===== src/rtl/audio_sample_fifo.sv =====
// audio_sample_fifo: stereo sample FIFO between a DSP producer and a codec serializer, with priming and underflow tracking
module audio_sample_fifo #(
  parameter int DEPTH = 8,
  parameter int PRIME = DEPTH / 2
) (
  input  logic                      clock,
  input  logic                      reset,
  input  logic                      in_valid,
  output logic                      in_ready,
  input  logic signed [15:0]        in_left,
  input  logic signed [15:0]        in_right,
  input  logic                      frame_req,
  output logic signed [15:0]        out_left,
  output logic signed [15:0]        out_right,
  output logic [$clog2(DEPTH):0]    level,
  output logic                      running,
  output logic [15:0]               underflow_count
);
  localparam int AW = $clog2(DEPTH);
  localparam int LW = AW + 1;
  typedef enum logic {FILLING, RUNNING} state_t;
  state_t                  r_state;
  logic [31:0]             r_mem [DEPTH];
  logic [AW-1:0]           r_wr_ptr, r_rd_ptr;
  logic [LW-1:0]           r_level;
  logic signed [15:0]      r_out_l, r_out_r;
  logic [15:0]             r_uf;
  logic                    w_push, w_pop, w_under;
  logic [LW-1:0]           w_level_nx;
  assign in_ready        = r_level != LW'(DEPTH);
  assign w_push          = in_valid && in_ready;
  assign w_pop           = frame_req && r_state == RUNNING && r_level != '0;
  assign w_under         = frame_req && r_state == RUNNING && r_level == '0;
  assign w_level_nx      = r_level + LW'(w_push) - LW'(w_pop);
  assign level           = r_level;
  assign running         = r_state == RUNNING;
  assign out_left        = r_out_l;
  assign out_right       = r_out_r;
  assign underflow_count = r_uf;
  always_ff @(posedge clock)
    if (w_push) r_mem[r_wr_ptr] <= {in_left, in_right};
  always_ff @(posedge clock or posedge reset) begin
    if (reset) begin
      r_state  <= FILLING;
      r_wr_ptr <= '0;
      r_rd_ptr <= '0;
      r_level  <= '0;
      r_out_l  <= '0;
      r_out_r  <= '0;
      r_uf     <= '0;
    end else begin
      r_level <= w_level_nx;
      if (w_push) r_wr_ptr <= r_wr_ptr + AW'(1);
      if (w_pop) r_rd_ptr <= r_rd_ptr + AW'(1);
      // a request that cannot pop (filling or underflow) plays silence
      if (frame_req) {r_out_l, r_out_r} <= w_pop ? r_mem[r_rd_ptr] : 32'd0;
      if (w_under && r_uf != 16'hFFFF) r_uf <= r_uf + 16'd1;
      // underflow takes priority: re-prime before resuming playback
      if (r_state == RUNNING) r_state <= w_under ? FILLING : RUNNING;
      else r_state <= w_level_nx >= LW'(PRIME) ? RUNNING : FILLING;
    end
  end
endmodule


===== config.mk =====
export PLATFORM = sky130hd
export DESIGN_NAME = audio_sample_fifo
export DESIGN_NICKNAME = d
export VERILOG_FILES = /design/src/rtl/audio_sample_fifo.sv
export SDC_FILE = /design/constraint.sdc
export NUM_CORES = 1
export LEC_CHECK = 0
export BUFFER_PORTS_ARGS = -buffer_cell sky130_fd_sc_hd__buf_2
export CORE_MARGIN = 4
export CORE_UTILIZATION = 30
export CTS_CLUSTER_DIAMETER = 60
export DETAILED_ROUTE_END_ITERATION = 10
export PLACE_DENSITY = 0.44
export SLEW_MARGIN = 10
export SYNTH_ARGS = -nofsm -noshare
export SYNTH_HDL_FRONTEND = slang
export SYNTH_SLANG_ARGS = --single-unit

===== constraint.sdc =====
create_clock -name clock -period 9.6 [get_ports clock]
set_input_delay 0.96 -clock clock [delete_from_list [all_inputs] [get_ports clock]]
set_output_delay 0.96 -clock clock [all_outputs]
set_load 0.03 [all_outputs]

======== Word-level counts from Yosys, hierarchy flattened ========
Memory sizes are Yosys's and may differ from the RTL's.
Cells that the tools add are included.
storage, ports and cells
  register bits ........................... 59
  RAM bits ................................ 256
  bits of input ports ..................... 36
  output and inout bits ................... 54
  logic and storage cells ................. 29
  memories kept ........................... 1
operators by class
  add/sub/neg operators ................... 5
  order comparisons ....................... 1
  equal/unequal tests ..................... 2
  muxes and demuxes ....................... 6
  reduce and logical (&&, ||, !) cells .... 7
memories
  name   words  bits a word  read ports  clocked after Yosys merged registers in  write ports  line  source
  r_mem  8      32           1           0                                        1            23    logic [31:0] r_mem [DEPTH];
operators with widths
  kind                     count
  $mux W32                 1
  $add A16 B1 Y16 const B  1
  $ne A16 B16 Y1 const B   1
  $add A3 B1 Y3 const B    2
  $logic_and A1 B1 Y1      5
  $mux W1                  5
  $add A4 B1 Y4            1
  $ge A4 B3 Y1 const B     1
  $logic_not A4 Y1         1
  $ne A4 B4 Y1 const B     1
  $reduce_bool A4 Y1       1
  $sub A4 B1 Y4            1

======== Longest topological paths before layout ========
  word-level depth ........................ 7
  depth in mapped cells ................... 12
  mapped depth without buffers ............ 12

======== Worst setup path after synthesis ========
No wires, ideal clock.
  kind .................................... register to register
  from .................................... reg r_level[2], in the netlist level[2]
  to ...................................... mem r_mem[0][0], enable pin
  setup time .............................. 0.461 ns
  arrival ................................. 3.801 ns
  required time ........................... 9.139 ns
  setup slack ............................. 5.338 ns
  stages on the path, launching flop included .. 7
  buffers on the path ..................... 0
  clock period less this slack ............ 4.262 ns
  path through ............................ dfrtp_1 -> inv_1 -> ha_1 -> or3b_2 -> nand2_1 -> or2_2 -> nor3_1
on the way
  cells in the longest elaborated chain, start to end .. 4
RTL lines
  what                           line  source
  from (decl)                    25    logic [LW-1:0] r_level;
  from (signal assigned)         52    r_level <= w_level_nx;
  $ne A4 B4 Y1                   30    assign in_ready = r_level != LW'(DEPTH);
  named net in_ready             9     output logic in_ready,
  $logic_and A1 B1 Y1            31    assign w_push = in_valid && in_ready;
  $mux W1                        41    if (w_push) r_mem[r_wr_ptr] <= {in_left, in_right};
  $mux W1 (not written as such)  41
  to (decl)                      23
The timed path passes the listed nets, and every way through them passes these cells.

======== Worst setup path after layout ========
  from .................................... in frame_req
  to ...................................... reg r_state, in the netlist running
on the way
  cells in the longest elaborated chain, start to end .. 6
  elaborated cells on any way between the ends .. 8
  those cells by class .................... 1 x add/sub; 1 x order compare; 3 x mux; 3 x reduce/logical
RTL lines
  what                              line  source
  from (decl)                       12    input logic frame_req,
  $logic_and A1 B1 Y1 (2 in a row)  32    assign w_pop = frame_req && r_state == RUNNING && r_level != '0;
  $sub A4 B1 Y4                     34    assign w_level_nx = r_level + LW'(w_push) - LW'(w_pop);
  named net w_level_nx[2]           29    logic [LW-1:0] w_level_nx;
  $ge A4 B3 Y1                      60    else r_state <= w_level_nx >= LW'(PRIME) ? RUNNING : FILLING;
  $mux W1                           60
  $mux W1                           59    if (r_state == RUNNING) r_state <= w_under ? FILLING : RUNNING;
  to (signal assigned)              59
  to (signal assigned)              60
  to (decl)                         22    state_t r_state;
The timed path passes the listed nets, and every way through them passes these cells.
A chain may end at the register's enable or synchronous reset.

==> flow_metrics.py <==
metrics = {
    "sta": {
        "slew_viol_final": 0,
        "worstMarginPinSlew_ns": 1.07,
        "hold_viol": 0,
        "clock_skew_ns": 0.0154,
        "period_share": 0.381,
        "slew_headroom": 0.287,
        "final.setup.tns_ns": 0,
        "period_needed_ns": 3.66,
        "fmax_mhz": 273,
        "rsz0062_at_grt": "no",
        "setup_slack_ns": 5.94,
        "finalSetupViolCount": 0,
    },
    "global_routing": {
        "grt_max_degree": 67,
        "grt_pass1_vias": 6635,
        "antenna_found_initial": 4,
        "grt_overflow": 0,
        "grt_usage": 0.126,
        "grt_pass1_wl_um": 41900,
    },
    "pwr": {
        "leakage_nw": 5.21,
        "p_total_mw": 4.44,
        "max-vdd-ir-drop_mv": 0.111,
        "switching_share": 0.315,
        "internal-power_mw": 3.05,
        "comb_power_share": 0.263,
        "pwr-share-seq": 0.443,
        "p_switching_mw": 1.40,
        "p_per_area_nw_per_um2": 308,
        "clkPwrFrac": 0.294,
    },
    "layout": {
        "nFillCells": 3671,
        "syn2layout_area_growth_pct": 18.4,
        "drive_gt1_frac": 0.316,
        "final_util": 0.361,
        "n_antenna_cell": 0,
        "final_nets": 768,
    },
    "synth": {
        "syn_nets": 655,
        "synth_seq_area_share": 0.752,
        "synth-edff-count": 256,
        "syn_area_per_cell_um2": 20.0,
        "ys_types": 35,
        "async_flop_share": 0.187,
        "ys_ff_latch": 315,
        "synth_cells": 609,
        "synthFlopType": "edfxtp_1",
        "ys_warn_count": 0,
        "synth_area_um2": 12200,
    },
    "critical_path": {
        "cp-start-kind": "input port",
        "critPathSlowestCell": "buf_2",
        "crit_top_cell": "inv_1",
        "cp-end-kind": "flop",
        "worstRegToRegCells": 12,
        "worstPathArrival_ns": 4.04,
        "required_ns": 9.98,
        "reg2reg_from": "level[2]",
        "crit_family": "buffers and inverters",
        "crit_type": "in -> reg",
        "r2r-end": "running",
        "crit_chain": "buf_2 -> and2_1 -> nand2_2 -> inv_1 -> ha_1 -> inv_1 -> ha_1 -> inv_1 -> fa_1 -> xnor2_1 -> o31a_1",
        "crit_buf_inv": 4,
        "cpPeakStageDelay_ns": 0.62,
        "r2r_slack_ns": 6.20,
        "path_max_fanout": 35,
    },
    "status": {
        "status": "finished, final reports clean",
    },
    "clock_network": {
        "clk_latency_ns": 0.51,
        "cts.sinks": 315,
        "cts_root_buf": "clkbuf_16",
        "cts_inserted_buffers": 37,
        "cts_resized": 0,
        "hold_buffers": 0,
        "max-clock-path-buffers": 3,
        "path_clk_slew_ns": 0.05,
        "cts_tree": "yes",
        "h-tree-depth": 2,
        "cts_setup_buffers": 0,
    },
    "detailed_routing": {
        "via_count": 5980,
        "drc": 0,
        "first_iter_violations": 278,
        "wl_per_cell_um": 21.8,
        "final_antenna_net_count": 0,
        "vias_per_cell": 4.69,
        "wl_um": 27800,
        "dr.pass1.iters": 6,
    },
    "die": {
        "initial_core_util": 0.305,
        "design.core.area_um2": 39900,
        "ioPinCount": 90,
        "rows": 73,
        "die_x_um": 210,
        "die_area_um2": 43900,
        "die_h_um": 210,
    },
    "placed_design": {
        "io_buffers": 89,
        "dp_slack_ns": 5.39,
        "gp_congestion": 0.695,
        "dp_hpwl_um": 15100,
    },
    "hold_path": {
        "hold_class": "reg -> reg",
        "hold_path_depth": 1,
        "min_from": "underflow_count[15]",
        "hold_end": "underflow_count[15]",
    },
    "job": {
        "max_cap_violations": 0,
    },
}
-- state kept, by name, indices dropped and copies added, names as in the netlist --
name / count
r_mem: 256
out_left: 16
out_right: 16
underflow_count: 16
level: 4
r_rd_ptr: 3
r_wr_ptr: 3
running: 1
-- Yosys cell counts, types with 2 or more instances --
master / count / area, um^2
ha_1: 9 / 113
nor4_4: 3 / 63.8
clkbuf_1: 7 / 26.3
o22ai_1: 32 / 200
nand3_1: 7 / 35.0
and4_1: 2 / 17.5
xnor2_1: 7 / 61.3
a21oi_1: 2 / 10.0
nor3b_1: 2 / 15.0
mux2i_1: 32 / 320
and2_1: 2 / 12.5
mux4_2: 64 / 1440
xor2_1: 12 / 105
edfxtp_1: 256 / 7690
nand4_1: 4 / 25.0
inv_1: 41 / 154
nand2b_1: 3 / 18.8
buf_6: 5 / 56.3
nor2_1: 9 / 33.8
and3_1: 3 / 18.8
buf_2: 12 / 60.1
nand2_1: 16 / 60.1
buf_4: 2 / 15.0
mux2_2: 2 / 22.5
dfrtp_1: 59 / 1480
nor3_1: 7 / 35.0
-- through the flow --
stage / area (um^2) / std cells / hold slack (ns)
6_report: 14400 / 1275 / 0.510
5_1_grt: 14400 / 1275 / 0.544
4_1_cts: 14400 / 1275 / 0.520
3_5_place_dp: 13300 / 1208 / 0.510
3_3_place_gp: 13300 / 1208 / 0.501
2_1_floorplan: 12200 / 609 / 0.488
-- worst max path at each step --
stage / start / endpoint / slack [ns] / depth (start not counted)
after global placement: frame_req / running / 5.46 / 11
after floorplan: level[2] / r_mem[0][0] / 5.34 / 6
after global routing: frame_req / running / 5.73 / 11
final: frame_req / running / 5.94 / 11
after detailed placement: frame_req / running / 5.39 / 11
after CTS: frame_req / running / 5.93 / 11
-- placed cells by master, fill, tap and decap left out, drive strengths merged --
cell and count:
or3b 2, and3 3, nand2 16, o31a 1
a21o 1, clkinv 10, and2 2, dfrtp 59
o22ai 32, clkbuf 55, a21oi 2, or2 1
nand2b 3, mux4 64, buf 100, mux2i 32
nor2 9, nand3b 1, edfxtp 256, mux2 2
nor3 7, inv 42, ha 9, xnor2 7
fa 1, bufinv 1, xor2 12, nand4 4
nand3 7, nor4b 1, and4 2, nor3b 2
nor4 4
-- power groups by stage --
stage,registers (mW),clock network [mW],logic (mW)
2_1_floorplan,2.02,0,0.789
3_3_place_gp,1.99,0,1.19
6_report,1.97,1.31,1.17
4_1_cts,1.98,1.35,1.21
5_1_grt,2.00,1.41,1.28
3_5_place_dp,2.01,0,1.21
-- final cells by class --
| cell class | count | area [um^2] | area share |
|---|---|---|---|
| Sequential cell | 315 | 9170 | 0.636 |
| Timing Repair Buffer | 100 | 528 | 0.0366 |
| Multi-Input combinational cell | 227 | 2770 | 0.192 |
| Tap cell | 525 | 657 | 0.0456 |
| Inverter | 41 | 155 | 0.0108 |
| Clock inverter | 12 | 87.6 | 0.00607 |
| Clock buffer | 55 | 1050 | 0.0731 |
-- kinds of logic (layout without fill, tap and decap cells) --
family | count (synthesis) | count (layout) | share of synthesized area
DFF | 315 | 315 | 0.752
muxes | 98 | 98 | 0.146
buffers and inverters | 67 | 208 | 0.0256
and+or+nand+nor | 64 | 64 | 0.0328
AOI/OAI and AO/OA | 36 | 36 | 0.0186
xor gates and xnor gates | 19 | 19 | 0.0137
adders and majority gates | 10 | 10 | 0.0109
-- routing by layer --
| layer | global-route usage | up-vias | routed length, um |
|---|---|---|---|
| met2 | 0.217 | 120 | 14000 |
| met1 | 0.161 | 3162 | 12000 |
| met5 | 0 | - | 51 |
| li1 | - | 2641 | - |
| met3 | 0.0290 | 49 | 1170 |
| met4 | 0.0313 | 8 | 532 |
-- worst reg2reg max path, stage by stage (launching register included) --
cell and delay (ns):
dfrtp_1 0.38, inv_1 0.10, ha_1 0.16, or3b_4 0.40, nand2_2 0.64, inv_1 0.20
ha_1 0.33, inv_1 0.06, ha_1 0.15, inv_1 0.05, fa_1 0.38, xnor2_1 0.16
o31a_1 0.28
No activity file was read; power rests on OpenSTA's default activity.
